File: src/rtl/restoring_divider.sv
// Restoring divider: one quotient bit per clock, dividend MSB first.
// Valid/ready on both sides. All outputs come straight from registers.
// A zero divisor skips the iteration and reports div_by_zero.
module restoring_divider #(
    parameter int DIVIDEND_W = 16,
    parameter int DIVISOR_W  = 8
) (
    input  logic                  clk,
    input  logic                  rst_n,
    input  logic                  in_valid,
    output logic                  in_ready,
    input  logic [DIVIDEND_W-1:0] dividend,
    input  logic [DIVISOR_W-1:0]  divisor,
    output logic                  out_valid,
    input  logic                  out_ready,
    output logic [DIVIDEND_W-1:0] quotient,
    output logic [DIVISOR_W-1:0]  remainder,
    output logic                  div_by_zero
);

    localparam logic [1:0] IDLE = 2'd0;
    localparam logic [1:0] CALC = 2'd1;
    localparam logic [1:0] DONE = 2'd2;

    // The counter has to be wide enough to hold the value DIVIDEND_W itself.
    localparam int CNT_W = $clog2(DIVIDEND_W + 1);

    logic [1:0]            state;
    logic [CNT_W-1:0]      count;
    // The dividend bits are shifted out from the top of this register.
    // Quotient bits are shifted in at the bottom.
    logic [DIVIDEND_W-1:0] shreg;
    // The partial remainder always stays below the divisor, so DIVISOR_W bits are enough to store it.
    logic [DIVISOR_W-1:0]  prem;
    logic [DIVISOR_W-1:0]  dsr;

    // Signals for one restoring step.
    // trial is the (DIVISOR_W+1)-bit partial remainder.
    logic [DIVISOR_W:0]    trial;
    logic                  q_bit;
    logic [DIVISOR_W-1:0]  prem_next;
    logic [DIVIDEND_W-1:0] shreg_next;

    assign in_ready  = (state == IDLE);
    assign out_valid = (state == DONE);

    // One restoring step: shift in the next dividend bit, then subtract the divisor if it fits.
    always_comb begin
        trial      = {prem, shreg[DIVIDEND_W-1]};
        q_bit      = (trial >= {1'b0, dsr});
        // If the subtraction happens, the result is below dsr, so the low DIVISOR_W bits are exact.
        prem_next  = q_bit ? (trial[DIVISOR_W-1:0] - dsr) : trial[DIVISOR_W-1:0];
        shreg_next = {shreg[DIVIDEND_W-2:0], q_bit};
    end

    // Handshake FSM, iteration registers and the result registers.
    // The result registers change only when DONE is entered.
    always_ff @(posedge clk or negedge rst_n) begin
        if (!rst_n) begin
            state       <= IDLE;
            count       <= '0;
            shreg       <= '0;
            prem        <= '0;
            dsr         <= '0;
            quotient    <= '0;
            remainder   <= '0;
            div_by_zero <= 1'b0;
        end else begin
            case (state)
                IDLE: begin
                    if (in_valid) begin
                        shreg <= dividend;
                        dsr   <= divisor;
                        prem  <= '0;
                        if (divisor == '0) begin
                            count       <= '0;
                            quotient    <= '1;
                            remainder   <= '0;
                            div_by_zero <= 1'b1;
                            state       <= DONE;
                        end else begin
                            count <= CNT_W'(DIVIDEND_W);
                            state <= CALC;
                        end
                    end
                end
                CALC: begin
                    shreg <= shreg_next;
                    prem  <= prem_next;
                    count <= count - CNT_W'(1);
                    if (count == CNT_W'(1)) begin
                        quotient    <= shreg_next;
                        remainder   <= prem_next;
                        div_by_zero <= 1'b0;
                        state       <= DONE;
                    end
                end
                DONE: begin
                    if (out_ready) begin
                        state <= IDLE;
                    end
                end
                default: state <= IDLE;
            endcase
        end
    end

endmodule

File: config.mk
export PLATFORM = sky130hd
export DESIGN_NAME = restoring_divider
export DESIGN_NICKNAME = d
export VERILOG_FILES = /design/src/rtl/restoring_divider.sv
export SDC_FILE = /design/constraint.sdc
export NUM_CORES = 1
export LEC_CHECK = 0
export ABC_AREA = 0
export BUFFER_PORTS_ARGS = -buffer_cell sky130_fd_sc_hd__buf_4
export CAP_MARGIN = 40
export CORE_MARGIN = 2
export CORE_UTILIZATION = 59
export CTS_BUF_LIST = sky130_fd_sc_hd__clkbuf_4
export DETAILED_ROUTE_END_ITERATION = 10
export GPL_TIMING_DRIVEN = 0
export PLACE_DENSITY = 0.83
export SYNTH_ARGS = -nofsm -noshare
export SYNTH_HDL_FRONTEND = slang
export SYNTH_SLANG_ARGS = --single-unit
File: constraint.sdc
create_clock -name clk -period 5.16 [get_ports clk]
set_clock_uncertainty 0.05 [all_clocks]
set_input_delay 0.258 -clock clk [delete_from_list [all_inputs] [get_ports clk]]
set_output_delay 0.258 -clock clk [all_outputs]
set_load 0.05 [all_outputs]
After elaboration in Yosys (flattened, before gate mapping). Index checks and enable logic that the tools add are counted.

Flip-flop bits (word level): 64. Input bits: 28. Output and inout port bits: 27. Logic and storage cells: 50.

Add/sub/neg operators: 2. Order comparisons: 1. Equality and inequality tests: 7. Multiplexer cells: 25. Reduce and logical (&&, ||, !) cells: 7.

Operators with widths (count): 16-bit 2-to-1 mux (4); 16-bit one-hot mux with 2 select lines (2); 8-bit 2-to-1 mux (5); 8-bit one-hot mux with 2 select lines (2); 5-bit 2-to-1 mux (2); 5-bit one-hot mux with 2 select lines (1); 9-bit by 8-bit >= comparator with 1-bit output (1); 8-bit logical NOT (1); 2-bit 2-to-1 mux (4); 8-bit subtractor (1); 2-bit one-hot mux with 3 select lines (1); 5-bit by 1-bit == test with 1-bit output (second input constant) (1); 5-bit by 1-bit subtractor with 5-bit output (second input constant) (1); 2-bit by 1-bit inequality test with 1-bit output (second input constant) (2); 2-bit inequality test (second input constant) (2); 2-bit AND reduction (2); 4-bit AND reduction (1); 1-bit 2-to-1 mux (3); 3-bit AND reduction (1); 2-bit by 1-bit == test with 1-bit output (second input constant) (1); 2-bit == test (second input constant) (1); 2-bit logical NOT (1); 1-bit one-hot mux with 2 select lines (1); 2-bit nonzero test (1).

Longest topological paths before layout. Gate-level depths: netlist of the first run.

Depth after elaboration: 4. Depth in mapped cells: 9. Depth with buffers taken out: 8.

Worst setup path after synthesis of the first run. Ideal clock, no wire load.

Path type: register to register. Start point: register prem[5]. End point: register remainder[1]. Library setup time: 83 ps. Arrival time: 1979 ps. Data required time: 5027 ps. Slack: 3048 ps. Stages on the path, launching flop included: 7. Path buffers: 0. Clock period less this slack: 2112 ps. Cells stage by stage: dfrtp_1 > ha_1 > a21oi_1 > o221ai_1 > a21oi_1 > mux2_2 > o21ai_0.

Cells in the longest elaborated chain, start to end: 4.

Ends and longest elaborated chain: from (decl) (RTL line 34) `logic [DIVISOR_W-1:0] prem;`; from (signal assigned) (RTL line 89) `prem <= prem_next;`; 9-bit by 8-bit >= comparator with 1-bit output (RTL line 50) `q_bit = (trial >= {1'b0, dsr});`; 8-bit 2-to-1 mux (RTL line 52) `prem_next = q_bit ? (trial[DIVISOR_W-1:0] - dsr) : trial[DIVISOR_W-1:0];`; 8-bit 2-to-1 mux (RTL line 91) `if (count == CNT_W'(1)) begin`; 8-bit one-hot mux with 2 select lines (RTL line 69) `case (state)`; to (signal assigned) (RTL line 93) `remainder <= prem_next;`; to (decl) (RTL line 17) `output logic [DIVISOR_W-1:0] remainder,`.

No other way between the ends. The select of a mux whose other input is x is not followed. A chain may end at the register's enable or synchronous reset.

Worst setup path in the final report of the first run.
Start point: register prem[5]. End point: register prem[1].

Cells in the longest elaborated chain, start to end: 3.

Ends and longest elaborated chain (RTL line): 9-bit by 8-bit >= comparator with 1-bit output (50); 8-bit 2-to-1 mux (52); 8-bit one-hot mux with 2 select lines (69).

No other way between the ends.

==> results of run 1 <==
layout by cell type (no fill, tap or decap), types with 3 or more instances in the layout:
cell type / n
dfrtp_1: 64
buf_4: 54
nand2_1: 47
nor2_1: 43
o21ai_0: 43
mux2i_1: 18
nor3_1: 16
inv_1: 15
a21oi_1: 12
clkbuf_1: 10
ha_1: 10
clkbuf_4: 10
nand3_1: 7
a32oi_1: 7
nand2b_1: 4
nor2b_1: 4
dlygate4sd3_1: 4
buf_2: 3
mux2_2: 3
power breakdown:
| part | internal (uW) | total, uW | switching, uW |
|---|---|---|---|
| Clock | 151 | 340 | 189 |
| Combinational | 641 | 1760 | 1120 |
| Sequential | 743 | 916 | 172 |
| Total | 1530 | 3010 | 1480 |
repair_timing:
item | CTS | global route
hold buffers | 4 | 0
setup buffers | 0 | 0
endpoints found under the hold margin | 67 | 0
worst reg2reg max path, cell delays in order, from the launching register on:
cell and delay, ns:
dfrtp_1 0.43, ha_1 0.40, a21oi_1 0.32, o221ai_1 0.18, a21oi_1 0.55, mux2_2 0.42, o21ai_0 0.16
logic make-up (layout without fill, tap and decap cells):
family	count (synthesis)	in the layout	synth area share (%)
simple gates	135	135	18.9
compound gates	79	79	14.9
flops	64	64	49.6
buf+inv	32	106	4.65
mux	21	21	6.63
fa+ha+maj	11	11	4.50
xor+xnor	3	3	0.814
worst paths after layout:
| check | startpoint | to | slack, ns | depth (start not counted) |
|---|---|---|---|---|
| max | prem[5]$_DFFE_PN0P_ | prem[1]$_DFFE_PN0P_ | 2.60 | 6 |
| min | divisor[3] | dsr[3]$_DFFE_PN0P_ | 0.02 | 3 |
| max reg2reg | prem[5]$_DFFE_PN0P_ | prem[1]$_DFFE_PN0P_ | 2.60 | 6 |
| min reg2reg | remainder[0]$_DFFE_PN0P_ | remainder[0]$_DFFE_PN0P_ | 0.44 | 2 |
| max in group asynchronous | rst_n | state[0]$_DFFE_PN0P_ | 4.13 | 2 |
| min in group asynchronous | rst_n | dsr[6]$_DFFE_PN0P_ | 0.42 | 2 |
metrics by stage:
stage	hold slack (ns)	util [%]	area, um^2
6_report	0.0176	74.9	3900
5_1_grt	0.0198	74.9	3900
4_1_cts	0.000364	74.9	3900
3_5_place_dp	0.344	71.5	3720
3_3_place_gp	0.341	71.5	3720
2_1_floorplan	-0.0876	-	3230
layout make-up:
type | count | area (um^2)
Buffer | 17 | 93.8
Clock buffer | 10 | 75.1
Clock inverter | 6 | 60.1
Fill cell | 401 | 1310
Inverter | 15 | 56.3
Multi-Input combinational cell | 249 | 1480
Sequential cell | 64 | 1600
Tap cell | 70 | 87.6
Timing Repair Buffer | 58 | 445
flip-flops by register name, summed over array words and instances (netlist names):
| name | flops |
|---|---|
| quotient | 16 |
| shreg | 16 |
| dsr | 8 |
| prem | 8 |
| remainder | 8 |
| count | 5 |
| state | 2 |
| div_by_zero | 1 |
routing by layer:
metal  vias up  GRT usage [%]  routed length (um)
li1       1345              -                   -
met1      1331           37.3                3370
met2        88           42.7                3520
met3        24           4.65                 413
met4         0           15.6                 278
met5         -              0                   0
==> metrics.yaml, run 1 <==
status: "finished, final reports clean"
synth.most_common_cell: "dfrtp_1"
hp-class: "in -> reg"
crit_chain: "ha_1 > a21oi_1 > o221ai_1 > a21oi_1 > mux2_2 > o21ai_0"
cts_tree: "built"
antennaDiodeCount: 0
avgSynthCellArea_um2: 9.36
clock_latency_ns: 0.42
min_period_ns: 2.56
cts_root_buffer: "clkbuf_4"
grt_overflow_total: 0
ys_types: 48
worst_slew_pin_slew_ns: 0.793
syn-num-nets: 384
setup-violations-final: 0
synth.largest_area_cell: "dfrtp_1"
critical_path.max_fanout: 8
cpPeakStageDelay_ns: 0.55
dieWidth_um: 78.0
grt_pass1_wl_um: 13000
synth_seq_cells: 64
remaining_drc_errors: 0
initial_core_util_pct: 62.0
min_period_over_period_pct: 49.7
via_per_inst: 5.70
synth.area.top_cells: "dfrtp_1 50%, o21ai_0 6.7%, mux2i_1 5.6%"
drv_cap: 0
fmax_ghz: 0.390
fp.dieH_um: 78.0
dieArea_um2: 6080
drt-initial-drc-count: 179
finalWorstSetupSlack_ns: 2.60
place.gp.congestion: 0.848
hpwl_um: 5370
antenna_found_initial: 0
worstSetupStartpointType: "flip-flop"
grt_pass1_vias: 2758
numCtsBuffers: 9
stdcell_count: 489
synth.cell_area_um2: 3230
nets: 453
dp_cells: 469
leakage_uw: 0.00179
crit_top_cell: "a21oi_1"
cp_slowest_cell: "a21oi_1"
h-tree-depth: 3
fin_tns_setup_ns: 0
synth_edf_count: 0
crit_required_ns: 5.44
worst-path-buf-inv: 0
synth_common_cells: "64 x dfrtp_1, 47 x nand2_1, 43 x nor2_1, 43 x o21ai_0, 18 x mux2i_1"
ir_worst_vdd_mv: 0.379
cts_sinks: 64
grt_use_total_pct: 27.7
async_flop_share_pct: 100
first_pass_iters: 4
layout-drive-gt1-share_pct: 20.3
power_density_nw_per_um2: 773
synth_top_area_share_pct: 49.6
vias: 2788
rsz0062_at_grt: "no"
core-area_um2: 5200
cp_top_family: "compound AO/OA/AOI/OAI gates"
hold_viol: 0
timing_worst_setup_path_type: "reg -> reg"
port_buffers: 54
grt_max_degree: 65
clk_pin_slew_ns: 0.11
cts_resized: 0
syn2layout_area_growth_pct: 20.7
wl_per_cell_um: 15.5
cts.path.max_buffers: 2
ys_seq_area_share_pct: 49.6
slew_headroom_pct: 47.1
dpl_worst_slack_ns: 2.64
num_rows: 26
critPathCaptureType: "flip-flop"
drv_slew: 0
ys_warn_count: 0
netlist_instances: 345
p_total_uw: 3010
drt-total-wl_um: 7580
antenna_left: 0
num_io_pins: 55
synth_ff_type: "dfrtp_1"
critPathArrivalTime_ns: 2.85
Power figures use the tool's default switching activity.
==> run 2: changes to the inputs <==
CORE_UTILIZATION = 52   (was 59)
PLACE_DENSITY = 0.78   (was 0.83)
clock period = 2.1 ns   (was 5.16 ns; I/O delays follow)
==> run 2 against run 1 <==
Against the previous run: the flow now finishes with violations (setup timing); final area up 15%; register-to-register slack worse by 2.6 ns; critical path depth up 3; utilization up 0.46 points; combinational power rose to 2.9 times the previous value; via count up 11%; die area up 13%; first-iteration DRC count up 21%; largest cell class is now multi-input gates.
==> metrics.yaml, run 2 (same netlist as run 1, synthesis figures left out) <==
status: "finished, violations left"  # was finished, final reports clean
violations: "setup timing"
port_buffers: 54  # unchanged
critical_path.max_fanout: 5  # was 8
num_rows: 28  # was 26
grt_pass1_vias: 2813  # was 2758
seq_area_um2: 1600  # about the same
hpwl_um: 5560  # was 5370 um
clock_latency_ns: 0.40  # was 0.42 ns
fmax_ghz: 0.472  # was 0.390 GHz
remaining_drc_errors: 0  # unchanged
timing_worst_setup_path_type: "reg -> reg"  # unchanged
place.gp.congestion: 0.849  # was 0.848
antenna_found_initial: 0  # unchanged
grt_use_total_pct: 26.8  # was 27.7%
dieWidth_um: 82.8  # was 78.0 um
h-tree-depth: 3  # unchanged
multiInputGateArea_um2: 1690  # was 1480 um^2
numCtsBuffers: 9  # unchanged
wl_per_cell_um: 17.4  # was 15.5 um
hp-class: "in -> async"  # was in -> reg
fillers: 384  # was 401
finalInstanceArea_um2: 4490  # was 3900 um^2
slew_headroom_pct: 46.1  # was 47.1%
busiest_layer: "met2"  # unchanged
drv_cap: 0  # unchanged
grt_max_degree: 65  # unchanged
dpl_worst_slack_ns: -0.254  # was 2.64 ns
cts_tree: "built"  # unchanged
num_io_pins: 55  # unchanged
final_common_cell: "dfrtp_1"  # unchanged
ir_worst_vdd_mv: 0.925  # was 0.379 mV
dieArea_um2: 6850  # was 6080 um^2
drt-initial-drc-count: 216  # was 179
vias: 3082  # was 2788
p_total_uw: 8150  # was 3010 uW
fp.dieH_um: 82.8  # was 78.0 um
met3_usage_pct: 4.55  # was 4.65%
clk_pin_slew_ns: 0.13  # was 0.11 ns
via_per_inst: 5.82  # was 5.70
rsz0062_at_grt: "yes"  # was no
leakage_uw: 0.00199  # was 0.00179 uW
antenna_left: 0  # unchanged
layout_common_cells: "63 x dfrtp_1, 61 x buf_4, 47 x nand2_1"  # was 64 x dfrtp_1, 54 x buf_4, 47 x nand2_1
syn2layout_area_growth_pct: 39.0  # was 20.7%
critPathCaptureType: "flip-flop"  # unchanged
core-area_um2: 5960  # was 5200 um^2
first_pass_iters: 5  # was 4
crit_required_ns: 2.38  # was 5.44 ns
grt_overflow_total: 0  # unchanged
use_met1_pct: 35.2  # was 37.3%
cts_sinks: 64  # unchanged
finalWorstSetupSlack_ns: -0.0208  # was 2.60 ns
power_density_nw_per_um2: 1820  # was 773 nW/um^2
worstSetupStartpointType: "flip-flop"  # unchanged
nets: 488  # was 453
min_period_over_period_pct: 101  # was 49.7%
setup-violations-final: 2  # was 0
cts.path.max_buffers: 2  # unchanged
cts_root_buffer: "clkbuf_4"  # unchanged
grt_pass1_wl_um: 13500  # was 13000 um
reg.largest.list: "quotient: 16 flops, shreg: 16 flops"  # unchanged
min_period_ns: 2.12  # was 2.56 ns
worst_slew_pin_slew_ns: 0.809  # was 0.793 ns
grtUsageMet2_pct: 44.1  # was 42.7%
drt-total-wl_um: 9200  # was 7580 um
drv_slew: 0  # unchanged
critPathArrivalTime_ns: 2.40  # was 2.85 ns
placed_cell_area_um2: 3730  # was 3720 um^2
layout-drive-gt1-share_pct: 31.1  # was 20.3%
hold_viol: 0  # unchanged
initial_core_util_pct: 54.2  # was 62.0%
run 2: cell count changes in the layout (fill, tap and decap cells not counted), moves of 7 or more:
cell / previous run / this run
dlygate4sd3_1: 4 / 27
nor2_2: 0 / 11
buf_4: 54 / 61
nor2_1: 43 / 28
run 2: cell type report:
type	instances	area share, %
timing repair buffer	93	18.1
clock inverter	7	1.03
tap	75	2.09
inverter	15	1.26
buffer	17	2.62
clock buffer	9	1.51
antenna	1	0.0558
multi-input combinational	249	37.6
sequential	64	35.7
run 2: per-layer routing:
metal | up-vias | wire length, um
met3 | 27 | 560
met1 | 1482 | 3690
met2 | 164 | 4720
li1 | 1409 | -
met4 | 0 | 233
met5 | - | 0
run 2: critical path: stages (launching register included):
cell	delay (ns)
dfrtp_1	0.42
inv_2	0.08
ha_4	0.11
or4b_4	0.50
or2_1	0.26
buf_6	0.13
o21ai_4	0.13
clkbuf_16	0.22
nor2_1	0.04
nor2_1	0.12
run 2: power by group:
group	total [uW]	internal [uW]	switching (uW)
combinational	5110	1990	3110
sequential	2310	1830	486
clock	723	241	482
total	8150	4060	4080
run 2: path summary, 6_finish.rpt:
| path | from | end | slack [ns] | depth (start not counted) |
|---|---|---|---|---|
| max in group asynchronous | rst_n | count[0]$_DFFE_PN0P_ | 1.15 | 2 |
| hold reg to reg | remainder[1]$_DFFE_PN0P_ | remainder[1]$_DFFE_PN0P_ | 0.47 | 2 |
| setup reg to reg | count[1]$_DFFE_PN0P_ | quotient[7]$_DFFE_PN0P_ | -0.02 | 9 |
| min in group clk | out_ready | state[1]$_DFFE_PN0P_ | 0.38 | 3 |
| setup / recovery | count[1]$_DFFE_PN0P_ | quotient[7]$_DFFE_PN0P_ | -0.02 | 9 |
| hold / removal | rst_n | remainder[1]$_DFFE_PN0P_ | 0.27 | 2 |
run 2: timing repair:
item,4_1_cts,5_1_grt
setup buffers,6,4
hold buffers,27,0
resized for setup,13,53
pin swaps,2,19
cloned,0,2
hold endpoints to repair,91,0
endpoints found under the setup margin,31,38
run 2: through the flow:
| stage | setup TNS (ns) | instances | hold slack, ns | util [%] |
|---|---|---|---|---|
| 6_report | -0.0281 | 530 | 0.274 | 75.3 |
| 5_1_grt | -0.410 | 529 | 0.354 | 75.3 |
| 4_1_cts | 0 | 523 | 0.301 | 70.9 |
| 3_5_place_dp | -3.48 | 474 | 0.197 | 62.6 |
| 3_3_place_gp | -2.30 | 474 | 0.187 | 62.6 |
| 2_1_floorplan | 0 | 345 | -0.241 | - |
